**config.mk**
```make
export PLATFORM = sky130hd
export DESIGN_NAME = mips_fetch_unit
export DESIGN_NICKNAME = d
export VERILOG_FILES = /design/src/rtl/mips_pkg.sv /design/src/rtl/fetch_queue.sv /design/src/rtl/mips_fetch_unit.sv
export SDC_FILE = /design/constraint.sdc
export NUM_CORES = 1
export LEC_CHECK = 0
export CAP_MARGIN = 30
export CORE_MARGIN = 3
export CORE_UTILIZATION = 50
export DETAILED_ROUTE_END_ITERATION = 10
export GPL_TIMING_DRIVEN = 0
export PLACE_DENSITY_LB_ADDON = 0.05
export RECOVER_POWER = 25
export SETUP_SLACK_MARGIN = 0.3
export SLEW_MARGIN = 0
export SYNTH_ARGS = -nofsm -noshare
export SYNTH_HDL_FRONTEND = slang
export SYNTH_SLANG_ARGS = --single-unit
```
**constraint.sdc**
```tcl
create_clock -name clock -period 3.4 [get_ports clock]
set_input_delay 0.34 -clock clock [delete_from_list [all_inputs] [get_ports clock]]
set_output_delay 0.34 -clock clock [all_outputs]
set_load 0.01 [all_outputs]
```
**src/rtl/mips_pkg.sv**
```systemverilog
// Shared definitions for the MIPS fetch front end: the NOOP word, the major
// opcodes, the PC stride and the queue entry format that pairs a word with
// its address.
package mips_pkg;

  localparam logic [31:0] NOOP_WORD = 32'h0000_0000;
  localparam logic [31:0] PC_INC    = 32'd4;

  localparam logic [5:0] OP_LW      = 6'h23;
  localparam logic [5:0] OP_SW      = 6'h2B;
  localparam logic [5:0] OP_BEQ     = 6'h04;
  localparam logic [5:0] OP_J       = 6'h02;
  localparam logic [5:0] OP_JAL     = 6'h03;
  localparam logic [5:0] OP_ADD_IMM = 6'h08;

  typedef struct packed {
    logic [31:0] pc;
    logic [31:0] instr;
  } fetch_entry_t;

  // Instruction addresses are word aligned; the low two bits are dropped.
  function automatic logic [31:0] align_pc(input logic [31:0] addr);
    return {addr[31:2], 2'b00};
  endfunction

endpackage

```
**src/rtl/fetch_queue.sv**
```systemverilog
// Prefetch FIFO between the instruction memory and decode. The depth is a
// power of two, so the read and write pointers wrap on their own. A flush
// empties the queue in one cycle without touching the storage.
module fetch_queue
  import mips_pkg::*;
#(
  parameter int DEPTH = 4
) (
  input  logic                     clock,
  input  logic                     reset,
  input  logic                     push,
  input  logic                     pop,
  input  logic                     flush,
  input  fetch_entry_t             wdata,
  output logic [$clog2(DEPTH):0]   count,
  output fetch_entry_t             head
);

  localparam int AW = $clog2(DEPTH);

  fetch_entry_t   mem_q [DEPTH];
  logic [AW-1:0]  rptr_q, wptr_q;
  logic [AW:0]    count_q;

  // Storage holds data only, so it is written without reset.
  always_ff @(posedge clock) begin
    if (push) mem_q[wptr_q] <= wdata;
  end

  // Pointer and occupancy bookkeeping; flush takes precedence over push/pop.
  always_ff @(posedge clock or posedge reset) begin
    if (reset) begin
      rptr_q  <= '0;
      wptr_q  <= '0;
      count_q <= '0;
    end else if (flush) begin
      rptr_q  <= '0;
      wptr_q  <= '0;
      count_q <= '0;
    end else begin
      if (push) wptr_q <= wptr_q + AW'(1);
      if (pop)  rptr_q <= rptr_q + AW'(1);
      count_q <= count_q + (AW+1)'(push) - (AW+1)'(pop);
    end
  end

  assign count = count_q;
  assign head  = mem_q[rptr_q];

endmodule

```
**src/rtl/mips_fetch_unit.sv**
```systemverilog
// Instruction fetch front end. Issues word fetches while credit remains
// (in-flight plus queued words below DEPTH), buffers in-order responses in
// the prefetch queue and presents the head to decode. A redirect flushes the
// queue, retargets fetch and marks every still-owed response as stale.
module mips_fetch_unit
  import mips_pkg::*;
#(
  parameter int          DEPTH    = 4,
  parameter logic [31:0] RESET_PC = 32'h0000_0000,
  parameter logic [31:0] NOOP     = NOOP_WORD
) (
  input  logic        clock,
  input  logic        reset,
  input  logic        redirect_valid,
  input  logic [31:0] redirect_pc,
  input  logic        if_ready,
  output logic        if_valid,
  output logic [31:0] if_instr,
  output logic [31:0] if_pc,
  output logic        imem_req,
  output logic [31:0] imem_addr,
  input  logic        imem_gnt,
  input  logic        imem_rvalid,
  input  logic [31:0] imem_rdata
);

  localparam int CW = $clog2(DEPTH) + 1;

  logic [31:0]   fetch_pc_q, fetch_pc_d;
  logic [31:0]   resp_pc_q, resp_pc_d;
  logic [CW-1:0] inflight_q, inflight_d;
  logic [CW-1:0] drop_cnt_q, drop_cnt_d;
  logic [CW-1:0] count;
  logic [CW:0]   credit_sum;
  logic          fire, rsp, push, pop;
  fetch_entry_t  head, wdata;

  // A response with nothing outstanding is a protocol error and is ignored.
  assign rsp        = imem_rvalid && (inflight_q != '0);
  assign credit_sum = {1'b0, inflight_q} + {1'b0, count};
  assign imem_req   = !reset && !redirect_valid && (credit_sum < (CW+1)'(DEPTH));
  assign imem_addr  = fetch_pc_q;
  assign fire       = imem_req && imem_gnt;
  assign push       = rsp && !redirect_valid && (drop_cnt_q == '0);
  assign pop        = if_valid && if_ready && !redirect_valid;
  assign wdata      = '{pc: resp_pc_q, instr: imem_rdata};

  assign if_valid   = (count != '0);
  assign if_instr   = if_valid ? head.instr : NOOP;
  assign if_pc      = if_valid ? head.pc : 32'h0;

  fetch_queue #(.DEPTH(DEPTH)) u_queue (
    .clock (clock),
    .reset (reset),
    .push  (push),
    .pop   (pop),
    .flush (redirect_valid),
    .wdata (wdata),
    .count (count),
    .head  (head)
  );

  // Next-state for fetch/response PCs, in-flight tracking and stale drops.
  always_comb begin
    fetch_pc_d = fetch_pc_q;
    resp_pc_d  = resp_pc_q;
    drop_cnt_d = drop_cnt_q;
    inflight_d = inflight_q + CW'(fire) - CW'(rsp);
    if (redirect_valid) begin
      fetch_pc_d = align_pc(redirect_pc);
      resp_pc_d  = align_pc(redirect_pc);
      drop_cnt_d = inflight_q - CW'(rsp);
    end else begin
      if (fire) fetch_pc_d = fetch_pc_q + PC_INC;
      if (push) resp_pc_d = resp_pc_q + PC_INC;
      if (rsp && (drop_cnt_q != '0)) drop_cnt_d = drop_cnt_q - CW'(1);
    end
  end

  // Control state register with asynchronous reset.
  always_ff @(posedge clock or posedge reset) begin
    if (reset) begin
      fetch_pc_q <= RESET_PC;
      resp_pc_q  <= RESET_PC;
      inflight_q <= '0;
      drop_cnt_q <= '0;
    end else begin
      fetch_pc_q <= fetch_pc_d;
      resp_pc_q  <= resp_pc_d;
      inflight_q <= inflight_d;
      drop_cnt_q <= drop_cnt_d;
    end
  end

endmodule

```
* Word-level counts from Yosys, hierarchy flattened
Memory sizes are Yosys's and may differ from the RTL's.
Cells that the tools add are included.
** Cells by class
- $add $sub $neg :: 11
- Muxes and demuxes :: 15
- Reduce and logical (&&, ||, !) cells :: 19
- Order comparisons :: 1
** Operator list (number)
- $mux W32 :: 6
- $add A32 B3 Y32 const B :: 2
- $logic_and A1 B1 Y1 :: 9
- $mux W3 :: 3
- $reduce_bool A3 Y1 :: 3
- $sub A3 B1 Y3 :: 3
- $mux W2 :: 4
- $reduce_bool A2 Y1 :: 4
- $add A3 B1 Y3 :: 2
- $add A2 B1 Y2 const B :: 2
- $add A3 B3 Y4 :: 1
- $lt A4 B3 Y1 const B :: 1
- $logic_not A3 Y1 :: 1
- $sub A3 B1 Y3 const B :: 1
- $logic_not A1 Y1 :: 2
- $mux W1 :: 2
** Storage, ports and cells
- Flip-flop bits (word level) :: 77
- Bits in writable memories :: 256
- Memories kept :: 1
- Input bits :: 70
** Memories
- u_queue.mem_q :: depth 4, width 64, rd ports 1, clocked after Yosys merged registers in 0, write ports 1, line fetch_queue.sv:21 : fetch_entry_t mem_q [DEPTH];

* Longest topological paths before layout
Gate-level depths: netlist of run 1.
- Depth after elaboration :: 7
- Mapped depth :: 12
- Mapped depth without buffers :: 11

* Cells and area by module
Synthesis of run 1 repeated with hierarchy kept, for this count alone.
** Unflattened totals
- Cell total of the unflattened synthesis :: 879
- Area, all modules :: 14084.8 um^2
** Modules (own cells, without submodules)
- fetch_queue :: area an instance 9685.5 um^2, times used 1, seq. area each 7862.5 um^2, cells each 372
- mips_fetch_unit :: area an instance 4399.2 um^2, times used 1, seq. area each 1651.6 um^2, cells each 507

* Least setup slack after synthesis of run 1
Ideal clock, no wire load.
- Path type :: reg2reg
- From :: reg inflight_q[2]
- To :: reg inflight_q[2]
- Arrival time :: 2.970 ns
- Setup time :: 0.080 ns
- Clock period less this slack :: 3.050 ns
- Data required time :: 3.320 ns
- Slack :: 0.350 ns
- Stages on the path, launching flop included :: 13
- Cell sequence :: dfrtp_1 > ha_1 > or4_4 > nor4b_4 > inv_2 > buf_2 > ha_1 > inv_1 > ha_1 > inv_1 > fa_1 > xnor2_1 > xnor2_1
** Between the ends
- Longest elaborated chain between the ends :: 6
- Elaborated cells between the ends (all ways) :: 8
- Those cells by class :: add/sub (3); order compare (1); reduce/logical (4)
** RTL lines
- from (decl) :: line mips_fetch_unit.sv:31 : logic [CW-1:0] inflight_q, inflight_d;
- from (signal assigned) :: line mips_fetch_unit.sv:90 : inflight_q <= inflight_d;
- $add A3 B3 Y4 :: line mips_fetch_unit.sv:40 : assign credit_sum = {1'b0, inflight_q} + {1'b0, count};
- $lt A4 B3 Y1 :: line mips_fetch_unit.sv:41 : assign imem_req = !reset && !redirect_valid && (credit_sum < (CW+1)'(DEPTH));
- $logic_and A1 B1 Y1 :: line mips_fetch_unit.sv:41
- $logic_and A1 B1 Y1 :: line mips_fetch_unit.sv:43 : assign fire = imem_req && imem_gnt;
- $add A3 B1 Y3 :: line mips_fetch_unit.sv:68 : inflight_d = inflight_q + CW'(fire) - CW'(rsp);
- $sub A3 B1 Y3 * :: line mips_fetch_unit.sv:68
- named net inflight_d[2] :: line mips_fetch_unit.sv:31
Mark *: on every way through the listed nets, which the timed path passes. The rest lies on a longest branch.
A chain may end at the register's enable or synchronous reset.

* Final worst setup path of run 1
- From :: reg u_queue.count_q[1], in the netlist u_queue.count[1]
- To :: reg inflight_q[2]
** Between the ends
- Longest elaborated chain between the ends :: 6
** RTL lines
- from (decl) :: line fetch_queue.sv:23 : logic [AW:0] count_q;
- from (signal assigned) :: line fetch_queue.sv:43 : count_q <= count_q + (AW+1)'(push) - (AW+1)'(pop);
- $add A3 B3 Y4 :: line mips_fetch_unit.sv:40
- $lt A4 B3 Y1 :: line mips_fetch_unit.sv:41
- $logic_and A1 B1 Y1 :: line mips_fetch_unit.sv:41
- $logic_and A1 B1 Y1 :: line mips_fetch_unit.sv:43
- $add A3 B1 Y3 :: line mips_fetch_unit.sv:68
- $sub A3 B1 Y3 :: line mips_fetch_unit.sv:68
- named net inflight_d[2] :: line mips_fetch_unit.sv:31
The timed path passes the listed nets, and every way through them passes these cells.

==> metrics.txt, run 1 <==
clock slew at reported path FFs=60 ps; slowest stage delay, CP=about 540 ps; final max-slew violation count=31; DPL Wire Length=21280 microns; Reg power frac=40.7%; Root Driver=clkbuf_16; maxcap violations=1; DR vias/cell=5.777; Static Leak=5.931 nW; Synth Instances=863; Top FF cell, synth=edfxtp_1; Die ar.=29370 sq um; Starting Density=51.60%; Synth Cell Area=13680 sq um; placed cell area=between 15000 and 20000 sq um; crit path max fanout=4; Area Overhead vs Synth=25.36%; IO Pins=168; 1st-pass router iterations=5; Pint=8.484 mW; Slew @ Worst Pin=1525 ps; die width=171.4 microns; initial antenna violation count=0; Filler Cell Count=1914; Tmin final=3002 ps; Port Buf Inserts=around 160; ANT nets after route=0; #FFs+latches synth=321; HP Class=in2reg; largest net degree at the start of global routing=45; grt ovf=0; CTS buffer count=36; slowest CP cell=or4_4; period utilisation layout=88.31%; via count=8313; Comb pwr share=27.2%; mean post-synth cell area=between 15 and 20 sq um; Setup crit start kind=flop; sequence of cells on the critical path=ha_2 -> or4_4 -> nor4b_4 -> inv_2 -> buf_8 -> ha_1 -> inv_1 -> ha_1 -> inv_1 -> fa_2 -> xnor2_2 -> xnor2_1; routed len/inst=22.03 microns; Rel. slew slack=-2.201%; endpoints failing hold=0; vias in the first global route=8416; die height=around 170 microns; layout cell share with drive strength beyond 1=16.59%; crit end category=flop; nets=about 1200; Design Area, Final=17140 sq um; Routed Wire Length=31700 microns; initial drt markers=~640; crit path DAT=3420 ps; register area share after synthesis=between 60 and 70%; clock skew=13.64 ps; CTS tree=yes; outcome=complete, but fails checks; Clock Tree Buf Depth=3; clock share of power=32.1%; DRC errors left=0; failing checks=capacitance limit, slew limit; global-route wire length before repair=48620 microns; Placer Congestion=0.9116; synth unique cells=50; CTS Hold Bufs=0; switching share of power=27.18%; Psw=3.167 mW; GRT Overall Usage=a little over a fifth; EDFF count, synth=around 250; Synth async-reset ratio=22.74%; worst-skew pair later-pin latency=~500 ps; pwr dens=679.6 nW/um^2; H-tree depth=2; f_max=0.3331 GHz; peak supply drop=~320 uV; Ys Warns=0; unrepaired setup endpoints after global routing=yes; WS Path Type=reg2reg; WP data required=3820 ps; # rows=59; endpoints failing setup=0; final setup TNS=0 ps; clk sinks=roughly 320; most common cell after layout, fill and taps aside=edfxtp_1; most frequent cells in the layout=edfxtp_1, clkdlybuf4s50_1, and2_1, dfrtp_1, mux4_2; core area=26500 sq um
==> cell usage after synthesis (4+ instances only) <==
library cell	count	area share [%]
a31oi_1	6	0.27
mux2_2	9	0.74
nand3_1	26	0.95
a311o_1	4	0.29
buf_4	5	0.27
and4_1	8	0.51
clkbuf_1	26	0.71
nor2_1	25	0.69
ha_1	16	1.5
nand2_1	54	1.5
nand2b_1	6	0.27
a21boi_0	4	0.22
o211ai_1	11	0.60
buf_2	9	0.33
xnor2_1	23	1.5
and3_1	13	0.59
nor3_1	8	0.29
a21oi_1	6	0.22
nand4_1	25	1.1
and2_1	74	3.4
o21ai_0	37	1.4
inv_1	21	0.58
nor4_1	10	0.46
edfxtp_1	248	54
mux4_2	62	10
dfrtp_1	73	13
xor2_1	20	1.3
==> timing repair <==
| action | CTS | global route |
|---|---|---|
| pin swaps | 2 | 4 |
| gates resized for setup | 16 | 21 |
| buffers inserted | 4 | 4 |
| setup endpoints to repair | 64 | 60 |
==> routing by layer <==
metal | global-route usage [%] | vias up | part of all wire (%)
met2 | 34.67 | 306 | 47
met3 | 4.068 | 58 | 6.2
met1 | 31.27 | 4193 | 44
met4 | 6.683 | 0 | 2.7
met5 | 0 | - | 0
li1 | - | 3756 | -
==> state kept, by name, summed over array words and instances (netlist names) <==
register	count
u_queue.wptr_q	2
u_queue.rptr_q	2
imem_addr	30
u_queue.count	3
u_queue.mem_q	248
inflight_q	3
resp_pc_q	30
drop_cnt_q	3
==> power by group through the flow <==
stage	clock (mW)	sequential, mW	combinational, mW
global placement	0	4.83	3.06
detailed placement	0	4.83	3.12
finish	3.74	4.74	3.17
floorplan	0	4.77	1.74
global route	3.98	4.77	3.47
CTS	3.80	4.75	3.17
==> stage by stage <==
step	worst slack (ps)	hold slack [ps]	cells	utilization (%)	total power [mW]
2_1_floorplan	350.2	438.9	866	-	6.510
3_3_place_gp	-1825	513.8	1362	59.31	7.898
3_5_place_dp	-580.1	522.5	1367	59.89	7.945
4_1_cts	201.6	243.5	1434	64.42	11.72
5_1_grt	277.3	459.3	1438	64.68	12.22
6_report	397.6	446.7	1439	64.69	11.65
==> cells by family after synthesis <==
group                      share of synthesized area (%)
and+or+nand+nor                                    10.86
DFF                                                67.81
muxes                                              11.02
buffers and inverters                              2.058
other                                            0.02742
AOI/OAI and AO/OA                                  3.706
xor gates and xnor gates                           2.754
adders and majority gates                          1.757
==> final timing paths <==
kind / from / to / slack [ps] / cells after the start
worst max-delay path: u_queue.count[1] / inflight_q[2] / 400 / 12
max in group asynchronous: reset / u_queue.wptr_q[1] / 1900 / 3
worst min register to register: resp_pc_q[31] / u_queue.mem_q[1][63] / 530 / 0
worst max register to register: u_queue.count[1] / inflight_q[2] / 400 / 12
min in group asynchronous: reset / resp_pc_q[14] / 690 / 2
worst min-delay path: redirect_pc[28] / imem_addr[28] / 450 / 3
==> area by class of cell <==
class / instances / area (sq um) / area share [%]
Clock buffer: 47 / 983.4 / 5.736
Clock inverter: 16 / 161.4 / 0.9415
Inverter: 23 / 87.58 / 0.5109
Buffer: 42 / 241.5 / 1.409
Sequential cell: 321 / 9278 / 54.12
Timing Repair Buffer: 174 / 1802 / 10.51
Tap cell: 335 / 419.2 / 2.445
Multi-Input combinational cell: 480 / 4169 / 24.32
Antenna cell: 1 / 2.502 / 0.01460
==> worst max-delay path, delay by kind of cell, from the launching register on <==
kind	cells	cell delay [ps]
fa+ha+maj	4	930
simple gates	2	910
flops	1	440
buf+inv	4	320
xor+xnor	2	320
No activity file was read; power rests on OpenSTA's default activity.
==> run 2: changes to the inputs <==
Settings changed: CAP_MARGIN 30 to default, CORE_UTILIZATION 50 to 60.
Clock period 3.4 ns to 3.9 ns, I/O delays scaled along.
==> run 2 against run 1 <==
The flow still finishes with violations (capacitance limit, slew limit). First-iteration DRC count fell by 4.4%. Via count fell by 0.30%. Register-to-register slack improved by 180 ps. Sequential power fell by 12%. Worst hold slack got worse by 160 ps. Core utilization rose by 11 points. Wire length fell by 4.8%. Critical path type is now in2reg. Largest cell class unchanged.
==> metrics.txt, run 2 (synthesis results as in run 1) <==
Area Overhead vs Synth=22.57%; Root Driver=clkbuf_16; endpoints failing setup=0 (unchanged); GRT Overall Usage=25.05% (+3.2 points); CTS buffer count=31 (-14%); initial antenna violation count=1 (+1); failing checks=capacitance limit, slew limit; reg2reg start=inflight_q[2]; WP data required=4290 ps (+470 ps); most common cell after layout, fill and taps aside=edfxtp_1; endpoints failing hold=0 (unchanged); core area=22090 sq um (-17%); IO Pins=168 (unchanged); unrepaired setup endpoints after global routing=no; 1st-pass router iterations=5 (unchanged); Clock Tree Buf Depth=3 (unchanged); Pwr Total=9.711 mW (-17%); H-tree depth=1 (-1); initial drt markers=611 (-4.4%); WS Path Type=in2reg; Biggest register=u_queue.mem_q; most frequent cells in the layout=edfxtp_1, clkdlybuf4s50_1, dfrtp_1; outcome=complete, but fails checks; nets=1153 (-1.1%); Slew @ Worst Pin=1814 ps (+289.6 ps); crit path from=redirect_valid; CTS Hold Bufs=0 (unchanged); Routed Wire Length=30160 microns (-4.8%); routed len/inst=22.03 microns (about the same); grt ovf=0 (unchanged); max reg flops=248 (unchanged); peak supply drop=341.2 uV (+7.6%); clock slew at reported path FFs=60 ps (about the same); die height=157.0 microns (-8.4%); f_max=0.2937 GHz; dpl cells=1312 (-4.0%); layout cell share with drive strength beyond 1=13.60% (-3.0 points); crit path DAT=3800 ps (+380 ps); Die ar.=24640 sq um (-16%); maxcap violations=1 (unchanged); HP Class=in2async; worst-skew pair later-pin latency=540 ps (+40 ps); clock skew=9.709 ps (-3.931 ps); vias in the first global route=8477 (+0.72%); DR vias/cell=6.054 (+4.8%); Final Core Density=75.87% (+11 points); die width=157.0 microns (-8.4%); Static Leak=5.756 nW (-2.9%); ANT nets after route=0 (unchanged); period utilisation layout=87.29%; crit end category=flop; Setup crit start kind=primary input; final max-slew violation count=71 (+130%); pwr dens=579.3 nW/um^2 (-15%); global-route wire length before repair=47600 microns (-2.1%); crit path max fanout=10 (+6); DPL Wire Length=20300 microns (-4.6%); via count=8288 (-0.30%); Filler Cell Count=1328 (-31%); final setup TNS=0 ps (unchanged); clk sinks=321 (unchanged); Starting Density=61.90% (+10 points); Tmin final=between 3000 and 4000 ps; CTS tree=yes; Rel. slew slack=-20.95% (-19 points); Placer Congestion=0.8880 (-2.6%); DRC errors left=0 (unchanged); Port Buf Inserts=161 (unchanged); # rows=54 (-8.5%); largest net degree at the start of global routing=71 (+58%); Hold Slack=286.7 ps (-160.0 ps); final cell count without fillers=1369 (-4.9%)
[run 2: changes by cell type in the layout (fill, tap and decap cells not counted), sizes merged]
cell	before	now
clkbuf	73	61
clkinv	13	16
clkinvlp	2	3
inv	21	22
bufinv	3	4
buf	29	20
[run 2: cell type report]
type / instances / area, sq um / share of cell area (%)
Sequential cell: 321 / 9274 / 55.33
Multi-Input combinational cell: 480 / 4154 / 24.78
Timing Repair Buffer: 166 / 1704 / 10.17
Clock buffer: 34 / 787.0 / 4.695
Tap cell: 280 / 350.3 / 2.090
Clock inverter: 22 / 206.4 / 1.232
Buffer: 42 / 196.4 / 1.172
Inverter: 23 / 87.58 / 0.5225
Antenna cell: 1 / 2.502 / 0.01493
[run 2: metrics by stage]
step	cell area (sq um)	worst slack (ps)
6_report	16760	495.7
5_1_grt	16760	312.1
4_1_cts	16780	443.9
3_5_place_dp	15790	-22.29
3_3_place_gp	15650	-1059
2_1_floorplan	13690	850.2
[run 2: timing repair]
action | 4_1_cts | 5_1_grt
endpoints found under the setup margin | 1 | 0
resized for setup | 1 | 0
buffers inserted | 0 | 0
[run 2: routing by layer]
layer	track usage, %	part of all wire [%]	routed length [microns]
met1	36.37	41	12480
met2	39.41	47	14310
met3	4.564	7.9	2391
met4	8.128	3.2	970
met5	0	0.040	12
[run 2: power by group]
| group | switching [mW] | leakage, nW | internal, mW | total [mW] |
|---|---|---|---|---|
| logic | 1.22 | 2.15 | 1.42 | 2.65 |
| clock network | 1.20 | 0.482 | 1.71 | 2.91 |
| registers | 0.230 | 3.12 | 3.92 | 4.15 |
[run 2: path summary, 6_finish.rpt]
check / end / slack (ps) / depth (start not counted)
max: u_queue.count[2] / 500 / 12
min: resp_pc_q[14] / 290 / 2
max reg2reg: inflight_q[2] / 580 / 12
min reg2reg: drop_cnt_q[1] / 560 / 2
max in group asynchronous: u_queue.count[1] / 1640 / 3
min in group clock: imem_addr[7] / 470 / 3
[run 2: worst max-delay path, stage by stage]
cell and delay [ps]:
clkdlybuf4s50_1 610, clkbuf_1 550, clkbuf_1 370, buf_1 550, nor2_1 120, ha_1 290, inv_1 60, ha_1 130
inv_1 50, fa_1 380, xnor2_1 220, nor2_1 60
